==> config.mk <==
export PLATFORM = sky130hd
export DESIGN_NAME = dadda_mult16
export DESIGN_NICKNAME = d
export VERILOG_FILES = /design/src/rtl/dadda_mult16_pkg.sv /design/src/rtl/dadda_mult16_fa.sv /design/src/rtl/dadda_mult16.sv
export SDC_FILE = /design/constraint.sdc
export NUM_CORES = 1
export LEC_CHECK = 0
export CELL_PAD_IN_SITES_DETAIL_PLACEMENT = 0
export CELL_PAD_IN_SITES_GLOBAL_PLACEMENT = 1
export CORE_MARGIN = 10
export CORE_UTILIZATION = 49
export CTS_CLUSTER_SIZE = 40
export DETAILED_ROUTE_END_ITERATION = 10
export GPL_TIMING_DRIVEN = 0
export HOLD_SLACK_MARGIN = 0.05
export PLACE_DENSITY_LB_ADDON = 0.1
export SETUP_SLACK_MARGIN = 0.1
export SLEW_MARGIN = 20
export SYNTH_ARGS = -nofsm -noshare
export SYNTH_HDL_FRONTEND = slang
export SYNTH_HIERARCHICAL = 1
export SYNTH_SLANG_ARGS = --single-unit
==> constraint.sdc <==
create_clock -name clk -period 7.4 [get_ports clk]
set_clock_uncertainty 0.1 [all_clocks]
set_input_delay 1.48 -clock clk [delete_from_list [all_inputs] [get_ports clk]]
set_output_delay 1.48 -clock clk [all_outputs]
set_load 0.05 [all_outputs]
==> src/rtl/dadda_mult16_pkg.sv <==
// Shared constants and the compile-time Dadda schedule for the 16x16 multiplier.
// The functions below are evaluated during elaboration only; they size and wire the tree.
package dadda_pkg;

  localparam int OP_W     = 16;
  localparam int PROD_W   = 32;
  localparam int N_STAGES = 6;
  localparam int N_COLS   = PROD_W;

  localparam int STAGE_TGT [0:N_STAGES-1] = '{13, 9, 6, 4, 3, 2};

  typedef logic [PROD_W-1:0] prod_t;

  localparam int INFO_H    = 0;
  localparam int INFO_FA   = 1;
  localparam int INFO_HA   = 2;
  localparam int INFO_BASE = 3;

  // Returns, for stage s (0 = partial products, N_STAGES = final two rows):
  //   INFO_H    height of column c entering stage s
  //   INFO_FA   full adders placed in column c during stage s
  //   INFO_HA   half adders placed in column c during stage s
  //   INFO_BASE flat bit offset of column c in the stage-s bit vector (c = N_COLS gives total)
  function automatic int tree_info(input int s, input int c, input int kind);
    int h  [N_COLS];
    int hn [N_COLS];
    int fa [N_COLS];
    int ha [N_COLS];
    int cin;
    int tot;
    int r;
    int res;
    int base;
    res = 0;
    for (int k = 0; k < N_COLS; k++) begin
      if (k < OP_W)              h[k] = k + 1;
      else if (k < 2 * OP_W - 1) h[k] = 2 * OP_W - 1 - k;
      else                       h[k] = 0;
    end
    for (int st = 0; st <= N_STAGES; st++) begin
      cin = 0;
      for (int k = 0; k < N_COLS; k++) begin
        fa[k] = 0;
        ha[k] = 0;
        if (st < N_STAGES) begin
          tot = h[k] + cin;
          if (tot > STAGE_TGT[st]) begin
            r     = tot - STAGE_TGT[st];
            fa[k] = r / 2;
            ha[k] = r % 2;
          end
        end
        hn[k] = h[k] - 2 * fa[k] - ha[k] + cin;
        cin   = fa[k] + ha[k];
      end
      if (st == s) begin
        if (kind == INFO_BASE) begin
          base = 0;
          for (int k = 0; k < N_COLS; k++) begin
            if (k < c) base = base + h[k];
          end
          res = base;
        end else if (c < N_COLS) begin
          if (kind == INFO_H)       res = h[c];
          else if (kind == INFO_FA) res = fa[c];
          else                      res = ha[c];
        end
      end
      for (int k = 0; k < N_COLS; k++) h[k] = hn[k];
    end
    return res;
  endfunction

endpackage

==> src/rtl/dadda_mult16_fa.sv <==
// One-bit full adder used for every 3:2 cell of the Dadda tree.
module dadda_fa (
  input  logic i_a,
  input  logic i_b,
  input  logic i_c,
  output logic o_s,
  output logic o_co
);

  assign o_s  = i_a ^ i_b ^ i_c;
  assign o_co = (i_a & i_b) | (i_a & i_c) | (i_b & i_c);

endmodule

==> src/rtl/dadda_mult16.sv <==
// Unsigned 16x16 -> 32-bit Dadda multiplier with a single output register.
// Each stage is a flat bit vector laid out column by column; offsets come from tree_info().
module dadda_mult16
  import dadda_pkg::*;
(
  input  logic              clk,
  input  logic              rst,
  input  logic              in_valid,
  input  logic [OP_W-1:0]   a,
  input  logic [OP_W-1:0]   b,
  output logic              out_valid,
  output logic [PROD_W-1:0] p
);

  localparam int NB_PP  = tree_info(0, N_COLS, INFO_BASE);
  localparam int NB_FIN = tree_info(N_STAGES, N_COLS, INFO_BASE);

  logic [NB_PP-1:0]  w_pp;
  logic [NB_FIN-1:0] w_fin;
  prod_t             w_row0;
  prod_t             w_row1;
  prod_t             w_sum;
  prod_t             r_p;
  logic              r_valid;

  // Partial product a[i]&b[j] lands in column i+j at slot i minus the lowest i in that column.
  for (genvar i = 0; i < OP_W; i++) begin : g_pp_i
    for (genvar j = 0; j < OP_W; j++) begin : g_pp_j
      localparam int COL  = i + j;
      localparam int LO   = (COL >= OP_W) ? COL - (OP_W - 1) : 0;
      localparam int SLOT = tree_info(0, COL, INFO_BASE) + i - LO;
      assign w_pp[SLOT] = a[i] & b[j];
    end
  end

  for (genvar s = 0; s < N_STAGES; s++) begin : g_red
    localparam int NB_IN  = tree_info(s, N_COLS, INFO_BASE);
    localparam int NB_OUT = tree_info(s + 1, N_COLS, INFO_BASE);

    logic [NB_IN-1:0]  w_in;
    logic [NB_OUT-1:0] w_out;

    if (s == 0) begin : g_src_pp
      assign w_in = w_pp;
    end else begin : g_src_prev
      assign w_in = g_red[s-1].w_out;
    end

    for (genvar c = 0; c < N_COLS; c++) begin : g_col
      localparam int H     = tree_info(s, c, INFO_H);
      localparam int NFA   = tree_info(s, c, INFO_FA);
      localparam int NHA   = tree_info(s, c, INFO_HA);
      localparam int NPASS = H - 3 * NFA - 2 * NHA;
      localparam int IB    = tree_info(s, c, INFO_BASE);
      localparam int OB    = tree_info(s + 1, c, INFO_BASE);
      // Output column layout: pass-through bits, FA sums, HA sums, then carries from column c-1.
      localparam int CB    = (c < N_COLS - 1) ?
                             tree_info(s + 1, c + 1, INFO_BASE)
                             + tree_info(s, c + 1, INFO_H)
                             - 2 * tree_info(s, c + 1, INFO_FA)
                             - tree_info(s, c + 1, INFO_HA) : 0;

      for (genvar k = 0; k < NPASS; k++) begin : g_pass
        assign w_out[OB+k] = w_in[IB+3*NFA+2*NHA+k];
      end

      for (genvar f = 0; f < NFA; f++) begin : g_fa
        dadda_fa u_fa (
          .i_a  (w_in[IB+3*f]),
          .i_b  (w_in[IB+3*f+1]),
          .i_c  (w_in[IB+3*f+2]),
          .o_s  (w_out[OB+NPASS+f]),
          .o_co (w_out[CB+f])
        );
      end

      for (genvar g = 0; g < NHA; g++) begin : g_ha
        assign w_out[OB+NPASS+NFA+g] = w_in[IB+3*NFA+2*g] ^ w_in[IB+3*NFA+2*g+1];
        assign w_out[CB+NFA+g]       = w_in[IB+3*NFA+2*g] & w_in[IB+3*NFA+2*g+1];
      end
    end
  end

  assign w_fin = g_red[N_STAGES-1].w_out;

  // After the last stage every column holds at most two bits; split them into two rows.
  for (genvar c = 0; c < N_COLS; c++) begin : g_rows
    localparam int HF = tree_info(N_STAGES, c, INFO_H);
    localparam int FB = tree_info(N_STAGES, c, INFO_BASE);
    if (HF > 0) begin : g_r0
      assign w_row0[c] = w_fin[FB];
    end else begin : g_r0_zero
      assign w_row0[c] = 1'b0;
    end
    if (HF > 1) begin : g_r1
      assign w_row1[c] = w_fin[FB+1];
    end else begin : g_r1_zero
      assign w_row1[c] = 1'b0;
    end
  end

  // The true product fits in 32 bits, so the dropped carry out of bit 31 is always zero.
  assign w_sum = w_row0 + w_row1;

  always_ff @(posedge clk) begin
    if (rst) begin
      r_p     <= '0;
      r_valid <= 1'b0;
    end else begin
      r_valid <= in_valid;
      if (in_valid) r_p <= w_sum;
    end
  end

  assign p         = r_p;
  assign out_valid = r_valid;

endmodule

Word-level counts from Yosys, hierarchy flattened

Index checks and enable logic that the tools add are counted.

Add/sub/neg operators: 1
Bitwise operators: 1651

Operators by type and width:

| operator         | number |
|---|---|
| $and A1 B1 Y1    | 856 |
| $xor A1 B1 Y1    | 405 |
| $or A1 B1 Y1     | 390 |
| $add A31 B31 Y32 | 1 |

Flip-flop bits (word level): 33
Input bits: 35
Output and inout port bits: 33
Word-level logic and storage cells: 1654

Logic depth before layout (Yosys ltp)

Gate-level depths: netlist (run 1).

Word-level depth: 18
Gate-level depth with buffers: 17
Mapped depth without buffers: 15

Modules after synthesis

The synthesis (run 1) kept the hierarchy.

Modules (own cells, without submodules):

| module       | times used | cells an instance | area an instance (µm²) | sequential area each (µm²) |
|---|---|---|---|---|
| dadda_mult16 | 1          | 639               | 4690.7                 | 660.6 |
| dadda_fa     | 195        | 1                 | 20.0                   | 0.0 |

Worst setup path after synthesis (run 1)

Ideal clock, no wire load.

Kind: in2reg
Start point: in b[12]
End point: reg r_p[25], in the netlist p[25]
Library setup time: 0.117 ns
Data arrival time: 6.717 ns
Required time: 7.183 ns
Setup slack: 0.465 ns
Stages: 16
Path buffers: 2
Cell sequence: clkbuf_1 > and2_1 > fa_1 > fa_1 > fa_1 > fa_1 > fa_1 > fa_1 > ha_1 > clkbuf_1 > nand4_1 > or4_4 > a211o_2 > a21oi_1 > o21ai_0 > a32o_1

Elaborated cells between the ends (all ways): 588
Classes of those cells: add/sub: 1; bitwise: 587

RTL lines:

| element                    | RTL line              | source |
|---|---|---|
| start, declared            | dadda_mult16.sv:10    | `input logic [OP_W-1:0] b,` |
| $and A1 B1 Y1              | dadda_mult16.sv:32    | `assign w_pp[SLOT] = a[i] & b[j];` |
| via g_red[0].w_in[139]     | dadda_mult16.sv:40    | `logic [NB_IN-1:0] w_in;` |
| $xor A1 B1 Y1 (2 in a row) | dadda_mult16_fa.sv:10 | `assign o_s = i_a ^ i_b ^ i_c;` |
| via g_red[0].w_out[138]    | dadda_mult16.sv:41    | `logic [NB_OUT-1:0] w_out;` |
| $xor A1 B1 Y1              | dadda_mult16_fa.sv:10 |  |
| via g_red[1].w_out[111]    | dadda_mult16.sv:41    |  |
| $xor A1 B1 Y1 (2 in a row) | dadda_mult16_fa.sv:10 |  |
| via g_red[2].w_out[82]     | dadda_mult16.sv:41    |  |
| $xor A1 B1 Y1 (2 in a row) | dadda_mult16_fa.sv:10 |  |
| via g_red[3].w_out[58]     | dadda_mult16.sv:41    |  |
| $xor A1 B1 Y1 (2 in a row) | dadda_mult16_fa.sv:10 |  |
| via g_red[4].w_out[46]     | dadda_mult16.sv:41    |  |
| $xor A1 B1 Y1 (2 in a row) | dadda_mult16_fa.sv:10 |  |
| via g_red[5].w_out[31]     | dadda_mult16.sv:41    |  |
| $add A31 B31 Y32           | dadda_mult16.sv:103   | `assign w_sum = w_row0 + w_row1;` |
| end signal, assigned       | dadda_mult16.sv:111   | `if (in_valid) r_p <= w_sum;` |
| end, declared              | dadda_mult16.sv:23    | `prod_t r_p;` |

The timed path passes the listed nets, and every way through them passes these cells.
A chain may end at the register's enable or synchronous reset.

Worst setup path after layout (run 1)

Start point: in a[1]
End point: reg r_p[29], in the netlist p[29]

Elaborated cells between the ends (all ways): 604
Classes of those cells: add/sub: 1; bitwise: 603

RTL lines:

| element                    | RTL line              | source |
|---|---|---|
| start, declared            | dadda_mult16.sv:9     | `input logic [OP_W-1:0] a,` |
| $and A1 B1 Y1              | dadda_mult16.sv:32    |  |
| via g_red[0].w_in[79]      | dadda_mult16.sv:40    |  |
| $xor A1 B1 Y1 (2 in a row) | dadda_mult16_fa.sv:10 |  |
| via g_red[1].w_out[74]     | dadda_mult16.sv:41    |  |
| $xor A1 B1 Y1              | dadda_mult16_fa.sv:10 |  |
| via g_red[2].w_out[57]     | dadda_mult16.sv:41    |  |
| $xor A1 B1 Y1 (2 in a row) | dadda_mult16_fa.sv:10 |  |
| via g_red[3].w_out[42]     | dadda_mult16.sv:41    |  |
| $xor A1 B1 Y1 (2 in a row) | dadda_mult16_fa.sv:10 |  |
| via g_red[4].w_out[34]     | dadda_mult16.sv:41    |  |
| $xor A1 B1 Y1 (2 in a row) | dadda_mult16_fa.sv:10 |  |
| via g_red[5].w_out[23]     | dadda_mult16.sv:41    |  |
| $add A31 B31 Y32           | dadda_mult16.sv:103   |  |

The timed path passes the listed nets, and every way through them passes these cells.

==> results of run 1 <==
[through the flow]
step                TNS [ns]  cells  utilization
detailed placement     -9.66   1125        0.553
global placement       -8.65   1125        0.553
global route               0   1132        0.571
CTS                        0   1132        0.568
finish                     0   1132        0.571
floorplan                  0    834            -
[cell type report]
cell class / instances / share of cell area
multi-input combinational: 745 / 0.787
sequential: 33 / 0.0671
timing repair buffer: 66 / 0.0624
buffer: 47 / 0.0341
tap: 225 / 0.0286
clock buffer: 7 / 0.0145
clock inverter: 1 / 0.00305
inverter: 8 / 0.00305
[state kept, by name, indices dropped and copies added (netlist names)]
name	flops
p	32
out_valid	1
[placed cells by master, fill, tap and decap left out, types with 10 or more instances in the layout]
| master | count |
|---|---|
| dfxtp_1 | 33 |
| o21ai_0 | 20 |
| xnor2_1 | 15 |
| nand2b_1 | 10 |
| clkdlybuf4s50_1 | 40 |
| and2_1 | 256 |
| clkbuf_2 | 20 |
| nor2_1 | 29 |
| nand3_1 | 11 |
| a21oi_1 | 26 |
| mux2i_1 | 14 |
| nand2_1 | 21 |
| ha_1 | 42 |
| a21o_1 | 11 |
| fa_1 | 195 |
| clkbuf_4 | 14 |
[worst min-delay path by stage]
stage	slack, ns	cells after the start	to	start
after detailed placement	0.35	2	p[24]	p[24]
after global placement	0.34	2	p[23]	p[23]
after CTS	0.36	2	p[24]	p[24]
final	0.35	2	p[24]	p[24]
after global routing	0.39	2	p[28]	p[28]
after floorplan	0.57	2	p[18]	p[18]
[critical path: cells and delay by family]
kind / cells / cell delay (ns)
fa+ha+maj: 6 / 2.90
compound gates: 6 / 1.50
buf+inv: 2 / 0.66
simple gates: 2 / 0.67
[per-layer routing]
metal  GRT usage  vias up  part of all wire
met1       0.270     3481              0.41
met2       0.386      202              0.51
met3      0.0421       39             0.057
met5           0        -                 0
met4      0.0450        0             0.019
li1            -     2880                 -
[cells by family (layout without fill, tap and decap cells)]
logic type,Yosys count,after routing,share of synthesized area
simple gates,353,353,0.243
fa+ha+maj,241,241,0.522
compound gates,117,117,0.0914
buf+inv,56,129,0.0300
flops,33,33,0.0769
xor+xnor,20,20,0.0204
mux,14,14,0.0163
[what timing repair did]
item                                    4_1_cts  5_1_grt
pin swaps                                     0        1
hold endpoints to repair                      0        0
gates resized for setup                      82       75
endpoints found under the setup margin       15       12
==> impl_metrics.json, run 1 <==
{
  "rsz0062_at_grt": "no",
  "synthFlopType": "dfxtp_1",
  "synth-edff-count": 0,
  "core_area_mm2": 0.0172,
  "critPathLaunch": "a[1]",
  "avgSynthCellArea_um2": 10.3,
  "setup.worst_path.end_class": "register",
  "start_util": 0.499,
  "timing.hold.ws_ns": 0.354,
  "r2r_cells": 3,
  "maxSlewHeadroom": 0.462,
  "setup_viol": 0,
  "viasPerCell": 5.83,
  "post_cts_buffers": 0,
  "worstMarginPinSlew_ns": 0.805,
  "grt.total_usage": 0.218,
  "cts.clk_slew.worst_paths_ns": 0.05,
  "final_area_mm2": 0.00984,
  "hpwlAfterDp_mm": 20.6,
  "drtIter0Drc": 374,
  "synth_seq_cells": 33,
  "grt_pass1_vias": 7592,
  "cts.path.max_buffers": 2,
  "fmax_mhz": 140,
  "drc": 0,
  "routedWlPerCell_um": 22.3,
  "worst_ep_arrival_time_ns": 7.21,
  "slowest_stage": "fa_1",
  "synthTopCellsByArea": "fa_1 (46%), and2_1 (19%), dfxtp_1 (7.7%)",
  "die_area_mm2": 0.0232,
  "n_antenna_cell": 0,
  "clock_latency_ns": 0.28,
  "ant_nets": 0,
  "io_buffers": 66,
  "path_class": "input port to register",
  "yosysWarnings": 6,
  "wl_mm": 25.3,
  "nNetsFinal": 1182,
  "cts.sinks": 33,
  "reg2reg_from": "p[27]",
  "gp_congestion": 0.935,
  "gr-total-overflow": 0,
  "die_w_um": 152,
  "root_buffer": "clkbuf_16",
  "io_pins": 68,
  "synth_cell_type_count": 61,
  "critPathLaunchType": "input port",
  "seqCellArea_um2": 661,
  "path_cells": "dlygate4sd2_1 > buf_4 > and2_1 > fa_1 > fa_1 > fa_1 > fa_1 > fa_1 > ha_1 > a211o_1 > a311o_1 > a211oi_2 > a211o_4 > a21oi_2 > or4_1 > a32o_1",
  "outcome": "finished clean",
  "syn-num-nets": 1110,
  "synth_top_area_share": 0.457,
  "area_growth_syn_to_layout_pct": 14.5,
  "maxCapViolations": 0,
  "rows": 48,
  "vias": 6602,
  "period_share": 0.965,
  "grt_max_degree": 11,
  "layout-drive-gt1-share": 0.0926,
  "htree_levels": 2,
  "place_area_mm2": 0.00954,
  "grt_pass1_wl_mm": 40.8,
  "yosysTopAreaCell": "fa_1",
  "synth_area_mm2": 0.00859,
  "numCtsBuffers": 5,
  "synth_seq_area_share": 0.0769,
  "async_reset_ff_frac": 0,
  "rrSetupSlack_ns": 6.50,
  "slowest_delay_ns": 0.58,
  "antenna_found_initial": 0,
  "report.final.slew_viol_count": 0,
  "crit_required_ns": 7.47,
  "synthTopCellsByCount": "and2_1 (256), fa_1 (196), ha_1 (45), clkbuf_1 (41), dfxtp_1 (33)",
  "crit_path_frequent_cell": "fa_1",
  "multi_input_area_mm2": 0.00775,
  "cp_max_fo": 10,
  "finalCriticalPeriod_ns": 7.14,
  "cts_tree": "built",
  "syn_inst": 834,
  "hp-class": "register to register",
  "worst_slack_ns": 0.260,
  "synth_most_common_cell": "and2_1",
  "post-place-ws_ns": -0.953,
  "die_height_um": 152,
  "cts_hold_buf": 0,
  "fill_cells": 1508,
  "finalHoldViolCount": 0,
  "first_pass_iters": 4,
  "crit_end": "p[29]",
  "reg2reg_to": "p[27]"
}
Power of run 1 is not shown: default switching activity piles up to over one toggle a cycle in this logic, so the estimate is an artifact.
==> run 2, diff against run 1 <==
clock period = 8.05 ns   (was 7.4 ns; I/O delays follow)
==> impl_metrics.json, run 2 (synthesized netlist as in run 1, its figures left out) <==
{
  "start_util": 0.499,
  "worstMarginPinSlew_ns": 0.750,
  "post_cts_buffers": 0,
  "rrSetupSlack_ns": 7.14,
  "root_buffer": "clkbuf_16",
  "largest_reg_flops": 32,
  "r2r_cells": 3,
  "grt.total_usage": 0.217,
  "setup_viol": 0,
  "io_buffers": 66,
  "mostFrequentLayoutCell": "and2_1",
  "die_height_um": 152,
  "vias": 6584,
  "crit_path_frequent_cell": "fa_1",
  "rsz0062_at_grt": "no",
  "gp_congestion": 0.935,
  "finalHoldViolCount": 0,
  "cts.clk_slew.worst_paths_ns": 0.05,
  "rows": 48,
  "critPathLaunch": "a[6]",
  "report.final.slew_viol_count": 0,
  "maxCapViolations": 0,
  "crit_required_ns": 8.12,
  "path_cells": "clkdlybuf4s50_1 > buf_2 > and2_1 > fa_1 > fa_1 > fa_1 > fa_1 > fa_1 > ha_1 > a211o_1 > a311o_1 > a211oi_2 > a211o_2 > a21oi_2 > or4_1 > a32o_1",
  "cts_hold_buf": 0,
  "timing.hold.ws_ns": 0.352,
  "wl_mm": 25.2,
  "slowest_stage": "clkdlybuf4s50_1",
  "maxSlewHeadroom": 0.500,
  "final_area_mm2": 0.00976,
  "core_area_mm2": 0.0172,
  "drc": 0,
  "n_antenna_cell": 0,
  "grt_max_degree": 11,
  "reg2reg_from": "p[27]",
  "reg2reg_to": "p[27]",
  "viasPerCell": 5.82,
  "cts.sinks": 33,
  "worst_ep_arrival_time_ns": 7.88,
  "grt_pass1_wl_mm": 40.7,
  "numCtsBuffers": 5,
  "die_area_mm2": 0.0232,
  "period_share": 0.970,
  "cts_tree": "built",
  "layout-drive-gt1-share": 0.0518,
  "gr-total-overflow": 0,
  "outcome": "finished clean",
  "cts.path.max_buffers": 2,
  "path_class": "input port to register",
  "io_pins": 68,
  "fmax_mhz": 128,
  "critPathLaunchType": "input port",
  "die_w_um": 152,
  "fin_util": 0.566,
  "place_area_mm2": 0.00954,
  "first_pass_iters": 5,
  "nNetsFinal": 1182,
  "setup.worst_path.end_class": "register",
  "ant_nets": 0,
  "drtIter0Drc": 410,
  "htree_levels": 2,
  "hp-class": "register to register",
  "hpwlAfterDp_mm": 20.6,
  "finalCriticalPeriod_ns": 7.81,
  "final_cell_mix": "and2_1 (256), fa_1 (196), clkdlybuf4s50_1 (57), ha_1 (44), dfxtp_1 (33)",
  "slowest_delay_ns": 0.74,
  "area_growth_syn_to_layout_pct": 13.6,
  "crit_end": "p[29]",
  "clock_latency_ns": 0.27,
  "grt_pass1_vias": 7562,
  "cp_max_fo": 10,
  "routedWlPerCell_um": 22.2,
  "antenna_found_initial": 0
}
## run 2: how the worst min path moves through the flow
stage	startpoint	to	slack, ns	depth (start not counted)
after floorplan	p[18]	p[18]	0.57	2
after global placement	p[23]	p[23]	0.34	2
after detailed placement	p[24]	p[24]	0.35	2
after CTS	p[24]	p[24]	0.36	2
after global routing	p[28]	p[28]	0.39	2
final	p[24]	p[24]	0.35	2
## run 2: per-stage QoR
step	setup TNS [ns]	setup slack (ns)	std cells
5_1_grt	0	0.108	1132
3_3_place_gp	-2.10	-0.345	1125
3_5_place_dp	-2.49	-0.433	1125
4_1_cts	0	0.0961	1133
6_report	0	0.240	1132
2_1_floorplan	0	0.985	834
## run 2: critical path, delay by kind of cell
kind | cells | cell delay [ns]
fa+ha+maj | 6 | 2.92
compound gates | 6 | 1.51
buf+inv | 2 | 1.12
simple gates | 2 | 0.70
## run 2: what timing repair did
item	4_1_cts	5_1_grt
endpoints found under the setup margin	7	12
gates resized for setup	11	41
hold endpoints to repair	0	0
## run 2: metal layers
metal	share of wire	vias up	global-route usage
met5	0	-	0
met4	0.023	0	0.0490
met3	0.055	42	0.0375
met2	0.51	214	0.382
met1	0.41	3444	0.273
li1	-	2884	-
## run 2: cell type report
class | count | area, um2
plain buffers | 47 | 258
clock buffers | 7 | 143
clock inverters | 1 | 30.0
fillers | 1501 | 7470
inverters | 8 | 30.0
multi-input cells | 745 | 7690
flip-flops and latches | 33 | 661
well taps | 225 | 282
repair buffers | 66 | 676
Power of run 2 is left out for the same reason.
